===== config.mk =====
export PLATFORM = sky130hd
export DESIGN_NAME = rr_warp_issue_arbiter_flat
export DESIGN_NICKNAME = d
export VERILOG_FILES = /design/src/rtl/rr_warp_issue_arbiter_if.sv /design/src/rtl/rr_warp_issue_arbiter.sv /design/src/flat_wrapper.sv
export SDC_FILE = /design/constraint.sdc
export NUM_CORES = 1
export LEC_CHECK = 0
export BUFFER_PORTS_ARGS = -buffer_cell sky130_fd_sc_hd__buf_2
export CORE_UTILIZATION = 60
export DETAILED_ROUTE_END_ITERATION = 7
export PLACE_DENSITY = 0.82
export SYNTH_ARGS = -nofsm -noshare
export SYNTH_HDL_FRONTEND = slang
export SYNTH_SLANG_ARGS = --single-unit

===== constraint.sdc =====
create_clock -name clk -period 4.94 [get_ports clk]
set_clock_uncertainty 0.1 [all_clocks]
set_input_delay 0.247 -clock clk [delete_from_list [all_inputs] [get_ports clk]]
set_output_delay 0.247 -clock clk [all_outputs]
set_load 0.05 [all_outputs]

===== src/rtl/rr_warp_issue_arbiter_if.sv =====
// Issue-slot handshake between the warp ready logic and the issue stage.
// master: the arbiter (drives the grant); slave: the issue/request side.
interface rr_warp_issue_arbiter_if #(
  parameter int NUM_WARP = 8,
  parameter int IDX_W    = 3,
  parameter int CNT_W    = 16
);
  logic [NUM_WARP-1:0] req;
  logic [NUM_WARP-1:0] warp_en;
  logic                flush;
  logic                grt_valid;
  logic [NUM_WARP-1:0] grt;
  logic [IDX_W-1:0]    grt_idx;
  logic                grt_ready;
  logic [CNT_W-1:0]    issue_cnt;

  modport master (
    input  req, warp_en, flush, grt_ready,
    output grt_valid, grt, grt_idx, issue_cnt
  );

  modport slave (
    output req, warp_en, flush, grt_ready,
    input  grt_valid, grt, grt_idx, issue_cnt
  );
endinterface


===== src/rtl/rr_warp_issue_arbiter.sv =====
// Round-robin warp issue arbiter: registered one-hot grant held under a
// valid/ready handshake, rotating priority pointer, accepted-issue counter.

// Per-warp eligibility. elig_acc drops the warp currently holding the grant
// so an accepting warp cannot win the re-arbitration in the same cycle.
module rr_warp_issue_arbiter_lane (
  input  logic req,
  input  logic en,
  input  logic is_cur,
  output logic elig,
  output logic elig_acc
);
  assign elig     = req & en;
  assign elig_acc = req & en & ~is_cur;
endmodule

module rr_warp_issue_arbiter #(
  parameter int NUM_WARP = 8,
  parameter int IDX_W    = 3,
  parameter int CNT_W    = 16
) (
  input  logic                    clk,
  input  logic                    rst_n,
  rr_warp_issue_arbiter_if.master bus
);

  typedef enum logic {IDLE, GRANT} state_t;

  localparam logic [IDX_W:0]   NW   = (IDX_W+1)'(NUM_WARP);
  localparam logic [IDX_W-1:0] LAST = IDX_W'(NUM_WARP-1);

  state_t              state, state_n;
  logic                vld_q, vld_n;
  logic [NUM_WARP-1:0] grt_q, grt_n;
  logic [IDX_W-1:0]    idx_q, idx_n;
  logic [IDX_W-1:0]    ptr_q, ptr_n;
  logic [CNT_W-1:0]    cnt_q, cnt_n;

  logic [NUM_WARP-1:0] elig, elig_acc;
  logic [IDX_W-1:0]    ptr_acc;
  logic [IDX_W:0]      win_idle, win_acc;

  for (genvar i = 0; i < NUM_WARP; i++) begin : g_lane
    rr_warp_issue_arbiter_lane u_lane (
      .req      (bus.req[i]),
      .en       (bus.warp_en[i]),
      .is_cur   (idx_q == IDX_W'(i)),
      .elig     (elig[i]),
      .elig_acc (elig_acc[i])
    );
  end

  // Lowest set bit of v rotated right by p, mapped back to an absolute
  // index. Result is {found, idx}.
  function automatic logic [IDX_W:0] pick(input logic [NUM_WARP-1:0] v,
                                          input logic [IDX_W-1:0]    p);
    logic [IDX_W:0] j;
    logic           found;
    logic [IDX_W-1:0] w;
    found = 1'b0;
    w     = '0;
    for (int k = 0; k < NUM_WARP; k++) begin
      j = {1'b0, p} + (IDX_W+1)'(k);
      if (j >= NW) j = j - NW;
      if (!found && v[j[IDX_W-1:0]]) begin
        found = 1'b1;
        w     = j[IDX_W-1:0];
      end
    end
    return {found, w};
  endfunction

  // Pointer after an accept, and the two candidate winners.
  always_comb begin
    ptr_acc  = (idx_q == LAST) ? '0 : idx_q + 1'b1;
    win_idle = pick(elig, ptr_q);
    win_acc  = pick(elig_acc, ptr_acc);
  end

  // Next-state / next-output logic; flush overrides everything.
  always_comb begin
    state_n = state;
    vld_n   = vld_q;
    grt_n   = grt_q;
    idx_n   = idx_q;
    ptr_n   = ptr_q;
    cnt_n   = cnt_q;
    if (bus.flush) begin
      state_n = IDLE;
      vld_n   = 1'b0;
      grt_n   = '0;
      idx_n   = '0;
    end else begin
      case (state)
        IDLE: begin
          if (win_idle[IDX_W]) begin
            state_n = GRANT;
            vld_n   = 1'b1;
            idx_n   = win_idle[IDX_W-1:0];
            grt_n   = NUM_WARP'(1) << win_idle[IDX_W-1:0];
          end
        end
        GRANT: begin
          if (bus.grt_ready) begin
            cnt_n = cnt_q + 1'b1;
            ptr_n = ptr_acc;
            if (win_acc[IDX_W]) begin
              idx_n = win_acc[IDX_W-1:0];
              grt_n = NUM_WARP'(1) << win_acc[IDX_W-1:0];
            end else begin
              state_n = IDLE;
              vld_n   = 1'b0;
              grt_n   = '0;
              idx_n   = '0;
            end
          end else if (!elig[idx_q]) begin
            // requester withdrew before the issue stage took it
            state_n = IDLE;
            vld_n   = 1'b0;
            grt_n   = '0;
            idx_n   = '0;
          end
        end
        default: state_n = IDLE;
      endcase
    end
  end

  // State and output registers.
  always_ff @(posedge clk or negedge rst_n) begin
    if (!rst_n) begin
      state <= IDLE;
      vld_q <= 1'b0;
      grt_q <= '0;
      idx_q <= '0;
      ptr_q <= '0;
      cnt_q <= '0;
    end else begin
      state <= state_n;
      vld_q <= vld_n;
      grt_q <= grt_n;
      idx_q <= idx_n;
      ptr_q <= ptr_n;
      cnt_q <= cnt_n;
    end
  end

  assign bus.grt_valid = vld_q;
  assign bus.grt       = grt_q;
  assign bus.grt_idx   = idx_q;
  assign bus.issue_cnt = cnt_q;

endmodule


===== src/flat_wrapper.sv =====
// flat-port wrapper written by rule: the top's interface ports become plain ports
module rr_warp_issue_arbiter_flat 
#(
  parameter int NUM_WARP = 8,
  parameter int IDX_W    = 3,
  parameter int CNT_W    = 16
)
  (clk, rst_n, bus_req, bus_warp_en, bus_flush, bus_grt_ready, bus_grt_valid, bus_grt, bus_grt_idx, bus_issue_cnt);
  rr_warp_issue_arbiter_if #(.NUM_WARP(NUM_WARP), .IDX_W(IDX_W), .CNT_W(CNT_W)) bus_i ();
  input  logic clk;
  input  logic rst_n;
  input wire logic [$bits(bus_i.req)-1:0] bus_req;
  input wire logic [$bits(bus_i.warp_en)-1:0] bus_warp_en;
  input wire logic [$bits(bus_i.flush)-1:0] bus_flush;
  input wire logic [$bits(bus_i.grt_ready)-1:0] bus_grt_ready;
  output wire logic [$bits(bus_i.grt_valid)-1:0] bus_grt_valid;
  output wire logic [$bits(bus_i.grt)-1:0] bus_grt;
  output wire logic [$bits(bus_i.grt_idx)-1:0] bus_grt_idx;
  output wire logic [$bits(bus_i.issue_cnt)-1:0] bus_issue_cnt;
  assign bus_i.req = bus_req;
  assign bus_i.warp_en = bus_warp_en;
  assign bus_i.flush = bus_flush;
  assign bus_i.grt_ready = bus_grt_ready;
  assign bus_grt_valid = bus_i.grt_valid;
  assign bus_grt = bus_i.grt;
  assign bus_grt_idx = bus_i.grt_idx;
  assign bus_issue_cnt = bus_i.issue_cnt;
  rr_warp_issue_arbiter #(.NUM_WARP(NUM_WARP), .IDX_W(IDX_W), .CNT_W(CNT_W)) u_core (.clk(clk), .rst_n(rst_n), .bus(bus_i));
endmodule

==> results of run 1 <==
[cell families after synthesis]
group,Yosys count
multiplexers,37
flip-flops,32
buffers and inverters,42
XOR/XNOR,22
adder cells (fa/ha/maj),11
AND/OR/NAND/NOR,177
AO/OA/AOI/OAI,121
[synth_stat cells (all sizes together) (7+ instances only)]
library cell   n
a21oi         14
a311oi         7
and2          11
buf           15
clkbuf         8
dfrtp         32
ha            11
inv           19
mux2i         15
mux4          19
nand2         49
nand3         16
nor2          34
nor2b          8
nor3          15
nor4           8
o21ai         23
o31ai          8
or2            8
xnor2         13
xor2           9
[through the flow]
step	total power, mW	instance area, um^2	utilization (%)	worst slack, ps
final	3.088	4234	69.46	790.9
after detailed placement	2.795	4128	67.71	928.5
after global placement	2.762	4128	67.71	1022
after CTS	3.022	4234	69.46	896.5
after global routing	3.283	4234	69.46	486.1
after floorplan	2.324	3882	-	1183
[registers in the layout (all words and copies together), names as in the netlist]
name,count
u_core.bus.grt_idx,3
u_core.bus.grt_valid,1
u_core.bus.grt,8
u_core.state,1
u_core.ptr_q,3
u_core.bus.issue_cnt,16
[power groups by stage]
stage / sequential [mW] / clock, mW / combinational, mW
2_1_floorplan: 0.477 / 0 / 1.85
3_5_place_dp: 0.392 / 0 / 2.40
5_1_grt: 0.395 / 0.233 / 2.65
6_report: 0.390 / 0.218 / 2.48
4_1_cts: 0.387 / 0.218 / 2.42
3_3_place_gp: 0.390 / 0 / 2.37
[critical path: stages, from the launching register on]
cell and delay [ps]:
dfrtp_1 350, inv_1 120, ha_1 740, inv_1 400, nor2_1 270, a32oi_1 230, a2111oi_4 510, o21a_1 260
a32oi_1 110, o21bai_1 520, inv_1 120, o311ai_1 300
[per-layer routing]
layer	routed length, um	part of all wire, %	global-route usage (%)	vias to the layer above
met4	252	2.3	11.05	0
met2	5357	49	54.46	204
met5	0	0	0	-
met1	4520	41	44.74	1927
li1	-	-	-	1771
met3	881	8.0	5.495	35
[worst min-delay path by stage]
stage	end	cells after the start	startpoint	slack [ps]
2_1_floorplan	u_core.bus.grt[0]	0	rst_n	-150
3_3_place_gp	u_core.bus.issue_cnt[11]	1	rst_n	230
3_5_place_dp	u_core.bus.issue_cnt[11]	1	rst_n	230
4_1_cts	u_core.state	3	bus_flush	180
5_1_grt	u_core.state	3	bus_flush	180
6_report	u_core.state	3	bus_flush	190
[final cells by class]
class	count	area, um^2
Inverter	19	73.82
Clock buffer	7	96.34
Timing Repair Buffer	54	290.3
Fill cell	489	1862
Multi-Input combinational cell	368	2879
Sequential cell	32	800.8
Tap cell	75	93.84
==> out/qor.yml, run 1 <==
synth_top_family_by_area: "compound AO/OA/AOI/OAI gates"
r2r_slack_ps: 790
root_buffer: "clkbuf_8"
cp.arrival_ps: 4230
slew_violations: 0
seqPwrFrac_pct: 12.6
dp.cells: 547
period_share_pct: 83.99
cts.sinks: 32
worst_setup_path_end_kind: "register"
internal_power_mw: 1.366
worst_pin_slew_ps: 847.3
worstSetupEndpoint: "u_core.bus.grt[5]"
hold_ws_ps: 194.3
crit_required_ps: 5020
crit_start: "u_core.bus.grt_idx[0]"
antennaDiodeCount: 0
grt_start_max_net_pins: 33
ys_top_cells_by_area: "dfrtp_1 21%, mux4_2 11%, nand2_1 4.7%, mux2i_1 3.6%, ha_1 3.5%"
setup_viol: 0
finalHoldViolCount: 0
syn_area_um2: 3882
coreArea_um2: 6096
peakVddDrop_uv: 544.8
syn-num-nets: 473
cp-start-kind: "register"
dieArea_um2: 6796
clkPwrFrac_pct: 7.1
synth_compound_area_share_pct: 25.23
synth_adder_area_share_pct: 3.545
cts_max_level: 2
rsz0062_at_grt: "no"
r2r_start: "u_core.bus.grt_idx[0]"
synthArstFlopShare_pct: 100.0
max_freq_ghz: 0.2410
yosysWarnings: 0
clk_pin_slew_worst_paths_ps: 70
power.leakage_nw: 1.789
path_class: "register to register"
yosysTopAreaCellShare_pct: 20.63
ys_seq_elements: 32
layout.cells.non_filler: 555
cts_buffer_depth: 2
synth-edff-count: 0
grt_pass1_wl_um: 17150
gp_congestion: 1.014
synthToLayoutAreaGrowth_pct: 9.056
min_path_type: "input port to register"
grt_pass1_vias: 3545
vias: 3937
layout_common_cells: "49 x nand2_1, 47 x buf_2, 34 x nor2_1, 32 x dfrtp_1, 19 x mux4_2"
routed_wl_um: 11010
max_slew_margin_pct: 43.51
yosysSeqAreaShare_pct: 20.63
cts_tree: "done"
die_w_um: 82.44
power_frac_comb_pct: 80.3
drc: 0
post-cts-setup-buffers: 0
via_per_inst: 7.094
drive_gt1_share_pct: 23.54
grt_util_all_layers_pct: 33.34
final_common_cell: "nand2_1"
dp_hpwl_um: 8278
drv_cap: 0
rows: 28
drt_first_pass_iters: 5
yosysUniqueCellTypes: 84
grt-ovfl-total: 0
synth-simple-area-share_pct: 24.14
io_pins: 48
die_h_um: 82.44
cp_max_fo: 17
wire_per_inst_um: 19.84
syn_inst: 442
synth_xor_area_share_pct: 5.156
clock_latency_ps: 280
yosysTopAreaCell: "dfrtp_1"
antenna_found_initial: 0
synthFlopType: "dfrtp_1"
ff2ff_path_depth: 11
fin_setup_tns_ps: 0
drtIter0Drc: 322
sw_frac_of_total_pct: 55.76
syn_area_per_cell_um2: 8.784
num-nets-final: 511
outcome: "finished clean"
switchingPower_mw: 1.722
portBuffers: 47
r2r_end: "u_core.bus.grt[5]"
period_needed_ps: 4149
p_per_area_nw_per_um2: 729.4
cts_resized: 0
start_util_pct: 63.69
cts_buffers: 5
synthMuxAreaShare_pct: 16.08
ctsHoldBuffers: 1
ant_nets: 0
(Power assumes the default switching activity.)
==> run 2: changes to the inputs <==
- CORE_UTILIZATION: 60 -> 54
- PLACE_DENSITY: 0.82 -> 0.78
- clock period: 4.94 -> 3.6 ns (I/O delays scaled with it)
==> run 2 against run 1 <==
Total power increased by 60%. Register-to-register slack got worse by 670 ps. Flip-flop and latch count unchanged. Largest cell class unchanged. Global-route usage decreased by 0.77 points. Routed wire length increased by 9.9%. Design area increased by 13%. Hold slack got worse by 53 ps. Fmax increased by 19%. Combinational power increased by 64%. Largest power group unchanged. Die area increased by 11%. Critical path type unchanged. Via count increased by 3.0%.
==> out/qor.yml, run 2 (synthesis gave the netlist of run 1 again) <==
outcome: "finished clean"
slew_violations: 0
drtIter0Drc: 305
cts_tree: "done"
ff2ff_path_depth: 11
layout_common_cells: "48 x nand2_1, 47 x buf_2, 47 x buf_4, 33 x nor2_1, 30 x dfrtp_1"
via_per_inst: 6.563
r2r_end: "u_core.bus.grt[5]"
start_util_pct: 56.52
worstHoldEndpoint: "u_core.state"
worst_pin_slew_ps: 728.7
dp_hpwl_um: 9171
post-cts-setup-buffers: 0
hold_path_depth: 3
clk_pin_slew_worst_paths_ps: 70
coreArea_um2: 6869
crit_start: "u_core.bus.grt_idx[0]"
grt_pass1_vias: 3775
ant_nets: 0
path_class: "register to register"
postLayoutSetupSlackWorst_ps: 123.8
root_buffer: "clkbuf_8"
drive_gt1_share_pct: 35.25
cts.sinks: 32
vias: 4056
routed_wl_um: 12100
drt_first_pass_iters: 5
largest_reg_flops: 16
worst_setup_path_end_kind: "register"
final_common_cell: "nand2_1"
power.leakage_nw: 2.025
period_needed_ps: 3476
cp_max_fo: 9
gp_congestion: 1.010
r2r_slack_ps: 120
max_freq_ghz: 0.2877
grt-ovfl-total: 0
min_path_type: "input port to register"
portBuffers: 47
crit_required_ps: 3700
die_w_um: 86.79
fill_cells: 541
drc: 0
r2r_start: "u_core.bus.grt_idx[0]"
synthToLayoutAreaGrowth_pct: 23.01
die_h_um: 86.79
dieArea_um2: 7533
place_area_um2: 4464
cts_buffer_depth: 2
fin_area_um2: 4776
cp-start-kind: "register"
grt_start_max_net_pins: 33
antennaDiodeCount: 0
cts_max_level: 2
finalHoldViolCount: 0
hold_ws_ps: 141.2
grt_util_all_layers_pct: 32.57
num-nets-final: 552
setup_viol: 0
rsz0062_at_grt: "yes"
hold_path.startpoint: "bus_flush"
clock_latency_ps: 290
io_pins: 48
peakVddDrop_uv: 815.7
pre_cts_slack_ps: -41.66
cp.arrival_ps: 3580
drv_cap: 0
wire_per_inst_um: 19.58
grt_pass1_wl_um: 19010
antenna_found_initial: 0
rows: 30
cts_buffers: 5
p_per_area_nw_per_um2: 1034
max_slew_margin_pct: 51.42
period_share_pct: 96.56
run 2: cell types whose count changed in the layout (fill, tap and decap cells not counted), moves of 3 or more:
| cell | delta |
|---|---|
| buf_4 | +41 |
| o311ai_2 | +3 |
| a311oi_1 | -3 |
| ha_4 | +3 |
| ha_1 | -3 |
| a311oi_2 | +3 |
run 2: how the worst max path moves through the flow:
| stage | endpoint | slack [ps] | cells past startpoint |
|---|---|---|---|
| after floorplan | u_core.bus.grt[2] | 10 | 12 |
| after global placement | u_core.bus.grt[2] | 70 | 11 |
| after detailed placement | u_core.bus.grt[5] | -40 | 12 |
| after CTS | u_core.bus.grt[2] | 10 | 11 |
| after global routing | u_core.bus.grt[5] | -30 | 11 |
| final | u_core.bus.grt[5] | 120 | 11 |
run 2: layout make-up:
class                      count  area [um^2]  area share (%)
timing repair buffer          95        598.1           12.52
inverter                      19        73.82           1.546
sequential                    32        803.3           16.82
multi-input combinational    368         3069           64.27
clock inverter                 3        42.54          0.8908
tap                           96        120.1           2.515
clock buffer                   5        68.82           1.441
run 2: metrics by stage:
step | utilization, % | instances | power [mW] | TNS, ps
CTS | 66.90 | 618 | 4.646 | 0
finish | 69.53 | 618 | 4.940 | 0
global route | 69.53 | 618 | 5.250 | -62.33
global placement | 64.99 | 609 | 4.212 | 0
floorplan | - | 442 | 3.190 | 0
detailed placement | 64.99 | 609 | 4.267 | -95.32
run 2: critical path, cell delays in order, from the launching register on:
cell       delay, ps
dfrtp_2          420
buf_4            190
ha_1             220
nor2b_1          270
o32ai_2          170
or3_4            380
a2111oi_4        430
o221ai_2         190
o31ai_1          250
o22ai_1          120
or2_2            350
o311ai_2         280
run 2: metal layers:
layer  track usage, %  vias to the layer above  routed length (um)
met5                0                        -                   0
met1            43.47                     1972                5110
met3            4.286                       31                 839
met2            55.40                      202                5948
met4            8.788                        0                 204
li1                 -                     1851                   -
run 2: timing repair:
action,in CTS,in global routing
hold endpoints to repair,32,0
pin swaps,0,7
hold buffers,1,0
resized for setup,3,33
endpoints found under the setup margin,5,12
run 2: report_power, final:
part | leakage [nW] | switching (mW) | internal, mW
Sequential | 0.422 | 0.0927 | 0.434
Combinational | 1.55 | 2.34 | 1.72
Clock | 0.0541 | 0.146 | 0.205
